==> config.mk <==
export PLATFORM = sky130hd
export DESIGN_NAME = alu_issue_ctrl
export DESIGN_NICKNAME = d
export VERILOG_FILES = /design/src/rtl/alu_issue_ctrl.sv
export SDC_FILE = /design/constraint.sdc
export NUM_CORES = 1
export LEC_CHECK = 0
export ABC_AREA = 1
export CAP_MARGIN = 20
export CORE_AREA = 5 5 55 57
export DETAILED_ROUTE_END_ITERATION = 8
export DIE_AREA = 0 0 60 62
export PLACE_DENSITY = 0.84
export SLEW_MARGIN = 20
export SYNTH_ARGS = -nofsm -noshare
export SYNTH_HDL_FRONTEND = slang
export SYNTH_SLANG_ARGS = --single-unit
export TNS_END_PERCENT = 1
==> constraint.sdc <==
create_clock -name clk -period 1.5 [get_ports clk]
set_clock_uncertainty 0.05 [all_clocks]
set_input_delay 0.15 -clock clk [delete_from_list [all_inputs] [get_ports clk]]
set_output_delay 0.15 -clock clk [all_outputs]
set_load 0.02 [all_outputs]
==> src/rtl/alu_issue_ctrl.sv <==
// -----------------------------------------------------------------------------
// alu_issue_ctrl
//
// Issue/capture stage wrapped around a purely combinational n-bit ALU.
// A command (select + operands) is accepted over a valid/ready handshake and
// registered onto the ALU inputs. One cycle later the ALU result and carry are
// captured and offered downstream over a second valid/ready handshake. The
// last result is kept in an accumulator that can replace operand b, so chained
// operations can be issued without the requester tracking the running value.
//
// Ports
//   clk          clock, all state changes on the rising edge
//   rst_n        asynchronous active-low reset
//   cmd_valid    command present
//   cmd_ready    stage idle and able to take a command (decoded from state)
//   cmd_sel      ALU operation select
//   cmd_a        operand a
//   cmd_b        operand b (ignored when cmd_use_acc = 1)
//   cmd_use_acc  take operand b from the accumulator
//   acc_clr      synchronous accumulator clear, honoured in every state
//   alu_a        registered operand a to the ALU
//   alu_b        registered operand b to the ALU
//   alu_sel      registered select to the ALU
//   alu_o        ALU result
//   alu_c        ALU carry
//   res_valid    captured result available
//   res_ready    downstream accepts the result
//   res_o        captured result
//   res_c        captured carry
//
// Latency: command accepted at edge k, result valid after edge k+1.
// Throughput: one command per three cycles with res_ready held high.
// -----------------------------------------------------------------------------
module alu_issue_ctrl #(
    parameter int n = 4
) (
    input  logic         clk,
    input  logic         rst_n,

    input  logic         cmd_valid,
    output logic         cmd_ready,
    input  logic [2:0]   cmd_sel,
    input  logic [n-1:0] cmd_a,
    input  logic [n-1:0] cmd_b,
    input  logic         cmd_use_acc,
    input  logic         acc_clr,

    output logic [n-1:0] alu_a,
    output logic [n-1:0] alu_b,
    output logic [2:0]   alu_sel,
    input  logic [n-1:0] alu_o,
    input  logic         alu_c,

    output logic         res_valid,
    input  logic         res_ready,
    output logic [n-1:0] res_o,
    output logic         res_c
);

    typedef enum logic [1:0] {
        IDLE = 2'b00,
        EXEC = 2'b01,
        DONE = 2'b10
    } state_t;

    state_t       state;
    state_t       state_nxt;
    logic [n-1:0] acc;
    logic         cmd_fire;

    // The only input-to-output-free combinational output: ready is a pure
    // decode of the state register.
    assign cmd_ready = (state == IDLE);
    assign cmd_fire  = cmd_valid & cmd_ready;

    // ------------------------------------------------------------------
    // State register
    // ------------------------------------------------------------------
    always_ff @(posedge clk or negedge rst_n) begin
        if (!rst_n) begin
            state <= IDLE;
        end else begin
            state <= state_nxt;
        end
    end

    always_comb begin
        state_nxt = state;
        case (state)
            IDLE: begin
                if (cmd_valid) begin
                    state_nxt = EXEC;
                end
            end
            // The ALU settles during this single cycle; no wait states.
            EXEC: begin
                state_nxt = DONE;
            end
            DONE: begin
                if (res_ready) begin
                    state_nxt = IDLE;
                end
            end
            default: begin
                state_nxt = IDLE;
            end
        endcase
    end

    // ------------------------------------------------------------------
    // Issue stage: operands and select onto the ALU inputs
    // ------------------------------------------------------------------
    // alu_b samples acc as it stands before this edge, so a simultaneous
    // acc_clr does not affect the operand of the command being accepted.
    always_ff @(posedge clk or negedge rst_n) begin
        if (!rst_n) begin
            alu_a   <= '0;
            alu_b   <= '0;
            alu_sel <= 3'b000;
        end else if (cmd_fire) begin
            alu_a   <= cmd_a;
            alu_b   <= cmd_use_acc ? acc : cmd_b;
            alu_sel <= cmd_sel;
        end
    end

    // ------------------------------------------------------------------
    // Capture stage: ALU result and carry into the output registers
    // ------------------------------------------------------------------
    always_ff @(posedge clk or negedge rst_n) begin
        if (!rst_n) begin
            res_o     <= '0;
            res_c     <= 1'b0;
            res_valid <= 1'b0;
        end else begin
            if (state == EXEC) begin
                res_o     <= alu_o;
                res_c     <= alu_c;
                res_valid <= 1'b1;
            end else if ((state == DONE) && res_ready) begin
                res_valid <= 1'b0;
            end
        end
    end

    // Accumulator keeps only the n-bit result; the carry is not folded in.
    // A clear wins over the EXEC capture.
    always_ff @(posedge clk or negedge rst_n) begin
        if (!rst_n) begin
            acc <= '0;
        end else if (acc_clr) begin
            acc <= '0;
        end else if (state == EXEC) begin
            acc <= alu_o;
        end
    end

endmodule

# After elaboration in Yosys (flattened, before gate mapping)

Index checks and enable logic that the tools add are counted.

Bits in registers: 23
Bits of input ports: 22
Output and inout bits: 18
Word-level logic and storage cells: 26

Equal/unequal tests: 4
Mux-type cells: 8
Bitwise operators: 1
Reduce and logical (&&, ||, !) cells: 5

Operators by type and width:

| kind                                                             | count |
|---|---|
| 4-bit 2-to-1 mux                                                 | 3 |
| 2-bit case mux with 3 select lines                               | 1 |
| 2-bit 2-to-1 mux                                                 | 2 |
| 2-bit inequality test (second input constant)                    | 2 |
| 2-bit nonzero test                                               | 2 |
| 2-bit by 1-bit == test with 1-bit output (second input constant) | 1 |
| 2-bit == test (second input constant)                            | 1 |
| 2-bit zero test                                                  | 1 |
| 1-bit 2-to-1 mux                                                 | 2 |
| 2-bit AND reduction                                              | 1 |
| 1-bit AND                                                        | 1 |
| 1-bit logical AND                                                | 1 |

# Depth between registers and ports, before layout

Depth in word-level cells: 4
Gate-level depth with buffers: 5
Depth with buffers taken out: 5

# Worst setup path after synthesis

No wires, ideal clock.

Path type: register -> register
Start: reg state[1]
End: reg alu_b[1]
Library setup time: 0.116 ns
Arrival time: 1.006 ns
Data required time: 1.334 ns
Path slack: 0.328 ns
Stages on the path, launching flop included: 6
Path buffers: 1
Period minus slack after synthesis: 1.172 ns
Cells stage by stage: dfrtp_1 -> nor2_4 -> nand2_4 -> buf_6 -> nand2_1 -> nand2_1

Longest elaborated chain between the ends: 2

Ends and longest elaborated chain:

| element                  | line | RTL |
|---|---|---|
| start: declaration       | 66   | `state_t state;` |
| start signal: assignment | 83   | `state <= state_nxt;` |
| 2-bit zero test          | 73   | `assign cmd_ready = (state == IDLE);` |
| net cmd_ready            | 41   | `output logic cmd_ready,` |
| 1-bit AND                | 74   | `assign cmd_fire = cmd_valid & cmd_ready;` |
| end signal: assignment   | 122  | `alu_b <= cmd_use_acc ? acc : cmd_b;` |
| end: declaration         | 49   | `output logic [n-1:0] alu_b,` |

The timed path passes the listed nets, and every way through them passes these cells.
A chain may end at the register's enable or synchronous reset.

# Worst setup path after layout

Start: reg state[0]
End: out cmd_ready

Longest elaborated chain between the ends: 1

Ends and longest elaborated chain:

| element          | line |
|---|---|
| 2-bit zero test  | 73 |
| end: declaration | 41 |

Every way passes these cells.

==> run_results.csv <==
group,metric,value,unit
drt,firstDrtPassIters,4,
global_route,grt_pass1_wl,3.79,mm
logic_synthesis,yosysWarnings,0,
critical_path,crit_type,"register to output pin",
run,maxCapViolations,0,
place,io_buffer_count,39,
sta,rsz0062_at_grt,"no",
drt,topRoutingLayerUsed,"met4",
sta,fin_crit_sh,0.939,
critical_path,cp.required,1300,ps
drt,drt_first_iter_violations,89,
clock_network,hold_buffers,0,
drt,route.met3.wl,342,µm
place,placed_cell_area,1420,µm²
logic_synthesis,syn-num-nets,135,
drt,drc_errors,0,
critical_path,cp.arrival,1210,ps
logic_synthesis,synth_top_area_share,0.587,
sta,hold_viol_final,0,
clock_network,clkLatencyLatePin,300,ps
place,dp_hpwl,1.79,mm
global_route,antenna_found_initial,0,
finish,drive_above_1_share,0.0823,
logic_synthesis,synth_area,980,µm²
clock_network,cts_made_buffers,3,
power,power-per-cell-area,1810,nW/µm²
drt,vias,895,
sta,worst_slew_pin_slew,286,ps
global_route,grtUsageTotal,0.136,
clock_network,cts_sinks,23,
sta,tns,0,ps
floorplanning,dieArea,3720,µm²
finish,fin_util,0.598,
sta,report.final.slew_viol_count,0,
floorplanning,die_h,62,µm
critical_path,worstPathMaxFanout,3,
clock_network,cts_tree,"done",
hold_path,hold_path.class,"primary input to asynchronous set/reset pin",
floorplanning,core-area,2430,µm²
floorplanning,ioPinCount,40,
global_route,grt_max_degree,24,
clock_network,htreeDepth,1,
logic_synthesis,ys_seq_area_frac,0.587,
logic_synthesis,synth.largest_area_cell,"dfrtp_1",
finish,final_area,1460,µm²
floorplanning,initial_utilization,0.403,
critical_path,crit_path_end_kind,"output pin",
sta,max_freq,710,MHz
drt,wl_per_cell,12.3,µm
drt,ant_nets,0,
logic_synthesis,yosys_register_bits,23,
drt,viasPerCell,4.76,
critical_path,startpoint_type,"register",
global_route,grt_overflow_total,0,
clock_network,clk_path_buf_depth,2,
finish,diodes,0,
finish,fillers,225,
finish,area_growth_syn_to_layout,48.5,%
drt,wl,2.32,mm
place,gp_congestion,0.804,
power,p_leak,0.848,nW
logic_synthesis,avgSynthCellArea,8.67,µm²
floorplanning,rows,18,
outcome,status,"finished clean",
global_route,grt_pass1_vias,867,
power,peakVddDrop,0.00128,V
sta,finalSetupViolCount,0,
drt,m1WireLength,945,µm
finish,nNetsFinal,181,
logic_synthesis,ys_types,10,
clock_network,path_clk_slew,120,ps
logic_synthesis,ys_top_cells_by_area,"dfrtp_1 59%, nand2_1 22%, nand3_1 8.2%",
clock_network,cts_setup_buffers,0,
clock_network,clockRootBuffer,"clkbuf_4",
sta,final.min_clock_period,1410,ps
logic_synthesis,netlist_instances,113,
drt,wl_met2,987,µm
floorplanning,fp.dieW,60,µm
sta,relSlewSlack,0.809,
cell usage after synthesis (all sizes together):
master	count
nand2	61
dfrtp	23
nand3	16
inv	6
nor2	3
buf	2
o21ai	2
cell usage in the layout, fill, tap and decap left out, drive strengths merged:
master,netlist,routed
nand2,61,61
dlymetal6s2s,0,8
nor2,3,3
buf,2,4
clkdlybuf4s50,0,21
dfrtp,23,23
nand3,16,16
inv,6,6
clkbuf,0,4
o21ai,2,2
dlygate4sd2,0,10
worst paths after layout:
| kind | startpoint | to | slack (ps) | cells after the start |
|---|---|---|---|---|
| max | state[0] | cmd_ready | 90 | 2 |
| min | rst_n | state[1] | 130 | 2 |
| max reg2reg | state[0] | alu_b[1] | 370 | 5 |
| min reg2reg | alu_sel[1] | alu_sel[1] | 430 | 2 |
| max in group asynchronous | rst_n | acc[3] | 1050 | 2 |
| min in group clk | alu_c | res_c | 310 | 3 |
per-stage QoR:
| stage | cells | hold slack [ps] | total power [mW] | setup slack [ps] |
|---|---|---|---|---|
| finish | 188 | 127 | 2.64 | 91.1 |
| global route | 188 | 154 | 2.84 | 28.6 |
| CTS | 188 | 123 | 2.70 | 0.392 |
| detailed placement | 184 | 414 | 2.52 | 161 |
| global placement | 184 | 404 | 2.47 | 170 |
| floorplan | 113 | -196 | 1.80 | 328 |
report_power, final:
| part | switching, mW | internal (mW) |
|---|---|---|
| registers | 0.148 | 0.883 |
| clock network | 0.171 | 0.104 |
| logic | 0.790 | 0.543 |
| total | 1.11 | 1.53 |
worst max-delay path, cell delays in order, from the launching register on:
cell and delay [ps]:
dfrtp_1 440, nor2_4 130, dlygate4sd2_1 330
state kept, by name, indices dropped and copies added (netlist names):
name       flops
alu_a          4
state          2
alu_sel        3
res_valid      1
acc            4
alu_b          4
res_o          4
res_c          1
what timing repair did:
item                       4_1_cts  5_1_grt
gates resized for setup         10        8
setup endpoints to repair       10        8
gates cloned                     0        0
layer usage:
layer	GRT usage	vias to the layer above
met4	0.0601	0
met1	0.161	398
met5	0	-
li1	-	444
met3	0.0496	5
met2	0.222	48
kinds of logic (layout without fill, tap and decap cells):
logic type / Yosys count / count (layout) / share of synthesized area
and+or+nand+nor: 80 / 80 / 0.363
buffers and inverters: 8 / 53 / 0.0396
AOI/OAI and AO/OA: 2 / 2 / 0.0102
DFF: 23 / 23 / 0.587
final cells by class:
type	instances	area [µm²]	share of cell area
inverters	6	22.5	0.0155
flip-flops and latches	23	576	0.396
well taps	30	37.5	0.0258
multi-input cells	82	365	0.251
clock buffers	4	26.3	0.0181
repair buffers	43	428	0.294
No activity file was read; power rests on OpenSTA's default activity.
